--- src/rtl/multi_blink_controller_if.sv ---
// Configuration write port of the multi-channel blink controller: one-cycle
// strobe plus target channel, mode, half-period and burst count.
interface multi_blink_controller_if #(
  parameter int CH_W    = 2,
  parameter int HALF_W  = 10,
  parameter int COUNT_W = 8
);
  logic               cfg_we;
  logic [CH_W-1:0]    cfg_ch;
  logic [1:0]         cfg_mode;
  logic [HALF_W-1:0]  cfg_half;
  logic [COUNT_W-1:0] cfg_count;

  modport master (output cfg_we, cfg_ch, cfg_mode, cfg_half, cfg_count);
  modport slave  (input  cfg_we, cfg_ch, cfg_mode, cfg_half, cfg_count);
endinterface

--- src/rtl/multi_blink_controller.sv ---
// Multi-channel LED blink/burst generator: a shared prescaler tick drives
// per-channel OFF/ON/BLINK/BURST state machines programmed through cfg writes.
module multi_blink_controller #(
  parameter int  BASE_CLK     = 50000000,
  parameter int  TICK_HZ      = 1000,
  parameter int  NUM_CHANNELS = 4,
  parameter int  HALF_W       = 10,
  parameter int  COUNT_W      = 8,
  localparam int CH_W         = (NUM_CHANNELS > 1) ? $clog2(NUM_CHANNELS) : 1
) (
  input  logic                    clk,
  input  logic                    reset,
  input  logic                    start,
  multi_blink_controller_if.slave cfg,
  output logic [NUM_CHANNELS-1:0] led_out,
  output logic [NUM_CHANNELS-1:0] busy,
  output logic [NUM_CHANNELS-1:0] done,
  output logic                    tick_out
);

  localparam int TICK_DIV = BASE_CLK / TICK_HZ;
  localparam int PS_W     = $clog2(TICK_DIV);

  typedef enum logic [1:0] {
    MODE_OFF   = 2'd0,
    MODE_ON    = 2'd1,
    MODE_BLINK = 2'd2,
    MODE_BURST = 2'd3
  } mode_t;

  typedef enum logic [1:0] {
    ST_IDLE = 2'd0,
    ST_HIGH = 2'd1,
    ST_LOW  = 2'd2
  } state_t;

  typedef struct packed {
    state_t             state;
    mode_t              mode;
    logic [HALF_W-1:0]  half;
    logic [COUNT_W-1:0] remaining;
    logic [HALF_W-1:0]  phase;
  } chan_t;

  logic [PS_W-1:0]         ps_cnt;
  logic                    tick;
  chan_t                   ch_q [NUM_CHANNELS];
  chan_t                   ch_d [NUM_CHANNELS];
  logic [NUM_CHANNELS-1:0] done_d;

  // Holding the counter at 0 while stopped means the first tick after a
  // restart always lands a full TICK_DIV cycles later.
  assign tick     = start && (ps_cnt == PS_W'(TICK_DIV - 1));
  assign tick_out = tick;

  always_ff @(posedge clk or negedge reset) begin
    if (!reset) begin
      ps_cnt <= '0;
    end else if (!start || tick) begin
      ps_cnt <= '0;
    end else begin
      ps_cnt <= ps_cnt + PS_W'(1);
    end
  end

  // NOTE: the per-channel register array is tiny, so every entry is reset;
  // a large storage array would normally be left unreset.
  always_ff @(posedge clk or negedge reset) begin
    if (!reset) begin
      for (int c = 0; c < NUM_CHANNELS; c++) ch_q[c] <= '0;
      done <= '0;
    end else begin
      for (int c = 0; c < NUM_CHANNELS; c++) ch_q[c] <= ch_d[c];
      done <= done_d;
    end
  end

  // NOTE: every combinational output is given its hold value first, so no
  // path through the branches below can leave a latch behind.
  always_comb begin
    for (int c = 0; c < NUM_CHANNELS; c++) begin
      ch_d[c]   = ch_q[c];
      done_d[c] = 1'b0;
      // A write outranks a same-cycle segment end: no done, no decrement.
      if (cfg.cfg_we && (cfg.cfg_ch == CH_W'(c))) begin
        ch_d[c].mode      = mode_t'(cfg.cfg_mode);
        ch_d[c].half      = (cfg.cfg_half == '0) ? HALF_W'(1) : cfg.cfg_half;
        ch_d[c].remaining = cfg.cfg_count;
        ch_d[c].phase     = '0;
        case (mode_t'(cfg.cfg_mode))
          MODE_BLINK: ch_d[c].state = ST_HIGH;
          MODE_BURST: begin
            if (cfg.cfg_count != '0) begin
              ch_d[c].state = ST_HIGH;
            end else begin
              ch_d[c].state = ST_IDLE;
              done_d[c]     = 1'b1;
            end
          end
          default:    ch_d[c].state = ST_IDLE;
        endcase
      end else if (tick && (ch_q[c].state != ST_IDLE)) begin
        if (ch_q[c].phase == ch_q[c].half - HALF_W'(1)) begin
          ch_d[c].phase = '0;
          if (ch_q[c].state == ST_HIGH) begin
            ch_d[c].state = ST_LOW;
          end else if (ch_q[c].mode != MODE_BURST) begin
            ch_d[c].state = ST_HIGH;
          end else if (ch_q[c].remaining > COUNT_W'(1)) begin
            ch_d[c].remaining = ch_q[c].remaining - COUNT_W'(1);
            ch_d[c].state     = ST_HIGH;
          end else begin
            ch_d[c].state = ST_IDLE;
            ch_d[c].mode  = MODE_OFF;
            done_d[c]     = 1'b1;
          end
        end else begin
          ch_d[c].phase = ch_q[c].phase + HALF_W'(1);
        end
      end
    end
  end

  always_comb begin
    for (int c = 0; c < NUM_CHANNELS; c++) begin
      led_out[c] = (ch_q[c].state == ST_HIGH) ||
                   ((ch_q[c].state == ST_IDLE) && (ch_q[c].mode == MODE_ON));
      busy[c]    = (ch_q[c].state == ST_HIGH) || (ch_q[c].state == ST_LOW);
    end
  end

endmodule
--- src/flat_wrapper.sv ---
// flat-port wrapper written by rule: the top's interface ports become plain ports
module multi_blink_controller_flat 
#(
  parameter int  BASE_CLK     = 50000000,
  parameter int  TICK_HZ      = 1000,
  parameter int  NUM_CHANNELS = 4,
  parameter int  HALF_W       = 10,
  parameter int  COUNT_W      = 8,
  localparam int CH_W         = (NUM_CHANNELS > 1) ? $clog2(NUM_CHANNELS) : 1
)
  (clk, reset, start, led_out, busy, done, tick_out, cfg_cfg_we, cfg_cfg_ch, cfg_cfg_mode, cfg_cfg_half, cfg_cfg_count);
  multi_blink_controller_if #(.HALF_W(HALF_W), .COUNT_W(COUNT_W)) cfg_i ();
  input  logic clk;
  input  logic reset;
  input  logic start;
  output logic [NUM_CHANNELS-1:0] led_out;
  output logic [NUM_CHANNELS-1:0] busy;
  output logic [NUM_CHANNELS-1:0] done;
  output logic tick_out;
  input wire logic [$bits(cfg_i.cfg_we)-1:0] cfg_cfg_we;
  input wire logic [$bits(cfg_i.cfg_ch)-1:0] cfg_cfg_ch;
  input wire logic [$bits(cfg_i.cfg_mode)-1:0] cfg_cfg_mode;
  input wire logic [$bits(cfg_i.cfg_half)-1:0] cfg_cfg_half;
  input wire logic [$bits(cfg_i.cfg_count)-1:0] cfg_cfg_count;
  assign cfg_i.cfg_we = cfg_cfg_we;
  assign cfg_i.cfg_ch = cfg_cfg_ch;
  assign cfg_i.cfg_mode = cfg_cfg_mode;
  assign cfg_i.cfg_half = cfg_cfg_half;
  assign cfg_i.cfg_count = cfg_cfg_count;
  multi_blink_controller #(.BASE_CLK(BASE_CLK), .TICK_HZ(TICK_HZ), .NUM_CHANNELS(NUM_CHANNELS), .HALF_W(HALF_W), .COUNT_W(COUNT_W)) u_core (.clk(clk), .reset(reset), .start(start), .cfg(cfg_i), .led_out(led_out), .busy(busy), .done(done), .tick_out(tick_out));
endmodule
--- config.mk ---
export PLATFORM = sky130hd
export DESIGN_NAME = multi_blink_controller_flat
export DESIGN_NICKNAME = d
export VERILOG_FILES = /design/src/rtl/multi_blink_controller_if.sv /design/src/rtl/multi_blink_controller.sv /design/src/flat_wrapper.sv
export SDC_FILE = /design/constraint.sdc
export NUM_CORES = 1
export LEC_CHECK = 0
export ABC_AREA = 1
export BUFFER_PORTS_ARGS = -buffer_cell sky130_fd_sc_hd__buf_2
export CAP_MARGIN = 20
export CORE_MARGIN = 3
export CORE_UTILIZATION = 56
export CTS_BUF_LIST = sky130_fd_sc_hd__clkbuf_4
export DETAILED_ROUTE_END_ITERATION = 8
export PLACE_DENSITY = 0.73
export SYNTH_ARGS = -nofsm -noshare
export SYNTH_HDL_FRONTEND = slang
export SYNTH_SLANG_ARGS = --single-unit
--- constraint.sdc ---
create_clock -name clk -period 4.31 [get_ports clk]
set_input_delay 0.431 -clock clk [delete_from_list [all_inputs] [get_ports clk]]
set_output_delay 0.431 -clock clk [all_outputs]
set_load 0.01 [all_outputs]
# Word level (Yosys, flattened, before mapping)
# Cells that the tools add are included.
totals:
  ff_bits: 148
  inputBits: 26
  out_inout_bits: 13
  elab_cells: 229
classes:
  n_addsub: 13
  n_lt_le_gt_ge: 4
  eq_ne: 38
  muxes: 94
  n_reduce_logical: 58
op_table:
  columns: ["cell", "count"]
  rows:
  - ["two-way mux 18 bit", 8]
  - ["two-way mux 8 bit", 16]
  - ["two-way mux 10 bit", 5]
  - ["two-way mux 4 bit", 12]
  - ["adder 10 x 1 -> 10 bit (second input constant)", 4]
  - ["== test 10 bit", 4]
  - ["two-way mux 2 bit", 20]
  - ["AND reduction 5 bit", 8]
  - ["subtractor 10 x 1 -> 10 bit (second input constant)", 4]
  - ["greater-than comparator 8 x 1 -> 1 bit (second input constant)", 4]
  - ["nonzero test 2 bit", 16]
  - ["subtractor 8 x 1 -> 8 bit (second input constant)", 4]
  - ["two-way mux 1 bit", 31]
  - ["inequality test 2 x 1 -> 1 bit (second input constant)", 12]
  - ["== test 2 x 1 -> 1 bit (second input constant)", 9]
  - ["adder 16 x 1 -> 16 bit (second input constant)", 1]
  - ["== test 16 bit (second input constant)", 1]
  - ["== test 2 bit (second input constant)", 8]
  - ["two-way mux 16 bit", 1]
  - ["logical AND 1 bit", 13]
  - ["zero test 10 bit", 1]
  - ["zero test 2 bit", 5]
  - ["logical OR 1 bit", 9]
  - ["inequality test 2 bit (second input constant)", 4]
  - ["other kinds (4)", 7]

# Logic depth before layout (Yosys ltp)
logic_depth:
  word_depth: 7
  ltp_mapped: 16
  depth_no_buf: 15

# Worst setup path after synthesis
# OpenSTA, ideal clock, no wires.
synth_path:
  path_type: "register to register"
  startpoint: "reg, netlist name u_core.ch_q[82]"
  endpoint: "reg, netlist name u_core.ch_q[79]"
  arrival_time_ps: 1766
  setup_slack_ps: 2421
  stages_incl_launch_ff: 16
  n_path_buf: 1
  period_less_slack_ps: 1889
  cell_sequence: "dfrtp_1 > inv_1 > ha_1 > nand2_1 > inv_1 > nor2_1 > nand2_1 > nor2_1 > nand3_1 > nor2_1 > nand3_1 > nand2_1 > nand3_4 > buf_6 > nand2_1 > o21ai_2"
synth_via:
  elab_chain_len: 4
synth_lines:
  columns: ["element", "line_no", "source"]
  rows:
  - ["subtractor 10 x 1 -> 10 bit", "multi_blink_controller.sv:103", "if (ch_q[c].phase == ch_q[c].half - HALF_W'(1)) begin"]
  - ["== test 10 bit", "multi_blink_controller.sv:103", null]
  - ["nonzero test 2 bit (no line)", null, null]
  - ["AND reduction 5 bit (no line)", null, null]
# Every way passes these cells.
# A chain may end at the register's enable or synchronous reset.

# Worst setup path in the final report
layout_path:
  startpoint: "reg u_core.ps_cnt[0]"
  endpoint: "out tick_out"
layout_via:
  elab_chain_len: 2
layout_lines:
  columns: ["element", "line_no", "source"]
  rows:
  - ["start: declaration", "multi_blink_controller.sv:45", "logic [PS_W-1:0] ps_cnt;"]
  - ["start signal: assignment", "multi_blink_controller.sv:62", "ps_cnt <= ps_cnt + PS_W'(1);"]
  - ["== test 16 bit", "multi_blink_controller.sv:53", "assign tick = start && (ps_cnt == PS_W'(TICK_DIV - 1));"]
  - ["logical AND 1 bit", "multi_blink_controller.sv:53", null]
  - ["end: declaration", "flat_wrapper.sv:19", "output logic tick_out;"]
# Every way passes these cells.

==> out/qor.txt <==
placer congestion estimate = 0.899
Mean Syn Cell Area = 7.32 sq um
CP Max Fanout = 7
CP startpoint kind = flip-flop
DRT Pass-1 Iters = 5
power per cell area = 421 nW/um^2
Mapped Area = 9420 sq um
flops & latches, synth = 148
setup ws final = 1.77 ns
cell taking the most area after synthesis = dfrtp_1
Slew Limit Fails = 0
Detail Route Antenna Nets = 0
clk_lat worst skew = 0.57 ns
Worst Setup SP = u_core.ps_cnt[0]$_DFF_PN0_
R2R Path End = u_core.ch_q[45]$_DFFE_PN0P_
CTS Buf Count = 17
Top Ports = 39
Yosys warning total = 0
critical path capture point type = output pin
Synthesized Nets = 1,339
CTS tree = yes
Post-synth EDFFs = 0
clock root cell = clkbuf_4
Most used DFF post-synth = dfrtp_1
first-pass GRT wire length = 37,100 um
actual slew at the worst max-slew pin = 0.914 ns
RSZ-0062 raised after global routing = no
sequential area share after synthesis = 39.3%
vias in the first global route = 7,649
post-layout min period = 2.54 ns
Distinct cells, synth = 49
largest net degree at the start of global routing = 102
initial antenna violation count = 1
final WL = 22,000 um
Die Wd = 136 um
# setup viols final = 0
synth top area cells = dfrtp_1 39%, nand2_1 15%, inv_1 6.8%
routed vias/inst = 5.29
fillcell total = 1,524
status = finished clean
drt drc = 0
CTS H-Tree Depth = 4
hold slack = 0.118 ns
crit path capture = tick_out
Nets = 1,375
clk_skew = 0.0210 ns
Crit Path Class = reg -> out
maximum clock rate = 394 MHz
Area after DPL = 9790 sq um
number of buffers added for setup after CTS = 0
arrival time at the worst endpoint = 2.10 ns
total number of vias = 8,228
Leak = 5.09 nW
Max clock buf depth = 2
Die H = 136 um
gr ovfl total = 0
# clock sinks = 148
hold_sp = cfg_cfg_half[8]
r2r worst-path depth = 11
initial core utilization = 58.3%
Tcrit/Tclk final = 58.8%
GRT Util Overall = 25.2%
fin cells = 1,554
Inst Count DP = 1,520
Worst slew margin = 39.1%
Hold Crit Class = in -> reg
Post-Syn Instances = 1,288
total power = 4.22 mW
Starting DRT DRC Count = 527
Final Util = 62.1%
CP required = 3.88 ns
Fin Setup TNS = 0 ns
reg-to-reg startpoint = u_core.ch_q[50]$_DFFE_PN0P_
Peak VDD IR = 0.000304 V
Hold Fails Final Rpt = 0
total core area = 16,200 sq um
die area = 18,400 sq um
DR WL/cell = 14.2 um
max cap viols = 0
num rows = 46
DP HPWL = 16,000 um
Design Area, Final = 10,000 sq um
Area growth syn-to-layout = 6.51%
ys async rst share = 100%
worst slack, placed = 1.87 ns
share of post-route cells with drive strength above 1 = 10.1%
post-synth top area share = 39.3%
clock-pin slew on the worst setup and hold paths = 0.12 ns
Port Buffer Count = 38
FF-to-FF setup slack = 1.98 ns
-- repair_timing --
action	4_1_cts	5_1_grt
endpoints found under the hold margin	16	0
gates resized for setup	0	0
hold buffers	1	0
-- report_power, final --
group	switching (mW)	internal [mW]
clock	0.501	0.284
sequential	0.217	1.61
combinational	0.996	0.619
-- cells in the final DEF (no fill, tap or decap), types with 16 or more instances in the layout --
cell and n:
nand2_1 371, inv_1 171, dfrtp_1 148, o21ai_0 110, nor2_1 109, nand3_1 86
buf_2 37, xor2_1 34, nand4_1 29, ha_1 25, xnor2_1 22, clkbuf_4 19
nor3_1 18, a21oi_1 18, o21ai_2 16
-- worst max-delay path, cell delays in order, from the launching register on --
cell     delay, ns
dfrtp_1       0.40
ha_1          0.21
nand3_2       0.12
nor2_1        0.14
nand4_2       0.17
nor2_8        0.31
buf_2         0.19
-- final cells by class --
| class | instances | area [sq um] | area share [%] |
|---|---|---|---|
| timing repair buffer | 45 | 251 | 2.51 |
| clock buffer | 19 | 143 | 1.42 |
| clock inverter | 13 | 92.6 | 0.923 |
| antenna | 1 | 2.50 | 0.0249 |
| tap | 216 | 270 | 2.69 |
| sequential | 148 | 3700 | 36.9 |
| inverter | 172 | 646 | 6.43 |
| multi-input combinational | 940 | 4930 | 49.1 |
-- cell usage after synthesis, types with 2 or more instances --
library cell    n
nand2_1       371
inv_1         171
dfrtp_1       148
o21ai_0       110
nor2_1        109
nand3_1        86
xor2_1         34
nand4_1        29
ha_1           25
nor3_1         22
xnor2_1        22
a21oi_1        18
o21ai_2        16
clkbuf_1       15
o22ai_1        13
nand2_4        11
buf_6           7
o31ai_1         7
nor2_2          6
nor4_1          6
a31oi_1         5
nand3_2         5
nand3b_1        5
or2_2           5
and3_1          4
buf_2           4
nand2_2         4
a31o_2          2
nand3_4         2
nor2_8          2
nor3_2          2
nor3b_1         2
o211ai_1        2
o21a_1          2
o21ai_1         2
-- how the worst min path moves through the flow --
| stage | to | slack (ns) | cells past startpoint |
|---|---|---|---|
| after global routing | u_core.ch_q[122]$_DFFE_PN0P_ | 0.13 | 3 |
| after floorplan | u_core.ch_q[0]$_DFFE_PN0P_ | 0.14 | 0 |
| final | u_core.ch_q[90]$_DFFE_PN0P_ | 0.12 | 3 |
| after detailed placement | u_core.ch_q[43]$_DFFE_PN0P_ | 0.48 | 2 |
| after global placement | u_core.ch_q[13]$_DFFE_PN0P_ | 0.45 | 2 |
| after CTS | u_core.ch_q[90]$_DFFE_PN0P_ | 0.09 | 3 |
-- logic make-up (layout without fill, tap and decap cells) --
logic type / count (synthesis) / after routing / synth area share, %
buffers and inverters: 200 / 249 / 8.62
adders and majority gates: 25 / 25 / 3.32
and+or+nand+nor: 676 / 676 / 32.4
other: 0 / 1 / 0
xor gates and xnor gates: 56 / 56 / 5.21
AOI/OAI and AO/OA: 182 / 182 / 11.1
muxes: 1 / 1 / 0.106
DFF: 148 / 148 / 39.3
-- flip-flops by register name (all words and copies together) (netlist names) --
name and cells:
u_core.done 4, u_core.ps_cnt 16, u_core.ch_q 128
-- metal layers --
layer	track usage [%]	vias to the layer above	wire [um]	share of wire [%]
li1	-	4219	-	-
met1	36.0	3777	10500	47
met2	38.8	199	9830	45
met3	5.68	33	1330	6.0
met4	7.39	0	397	1.8
met5	0	-	0	0
Power figures use the tool's default switching activity.
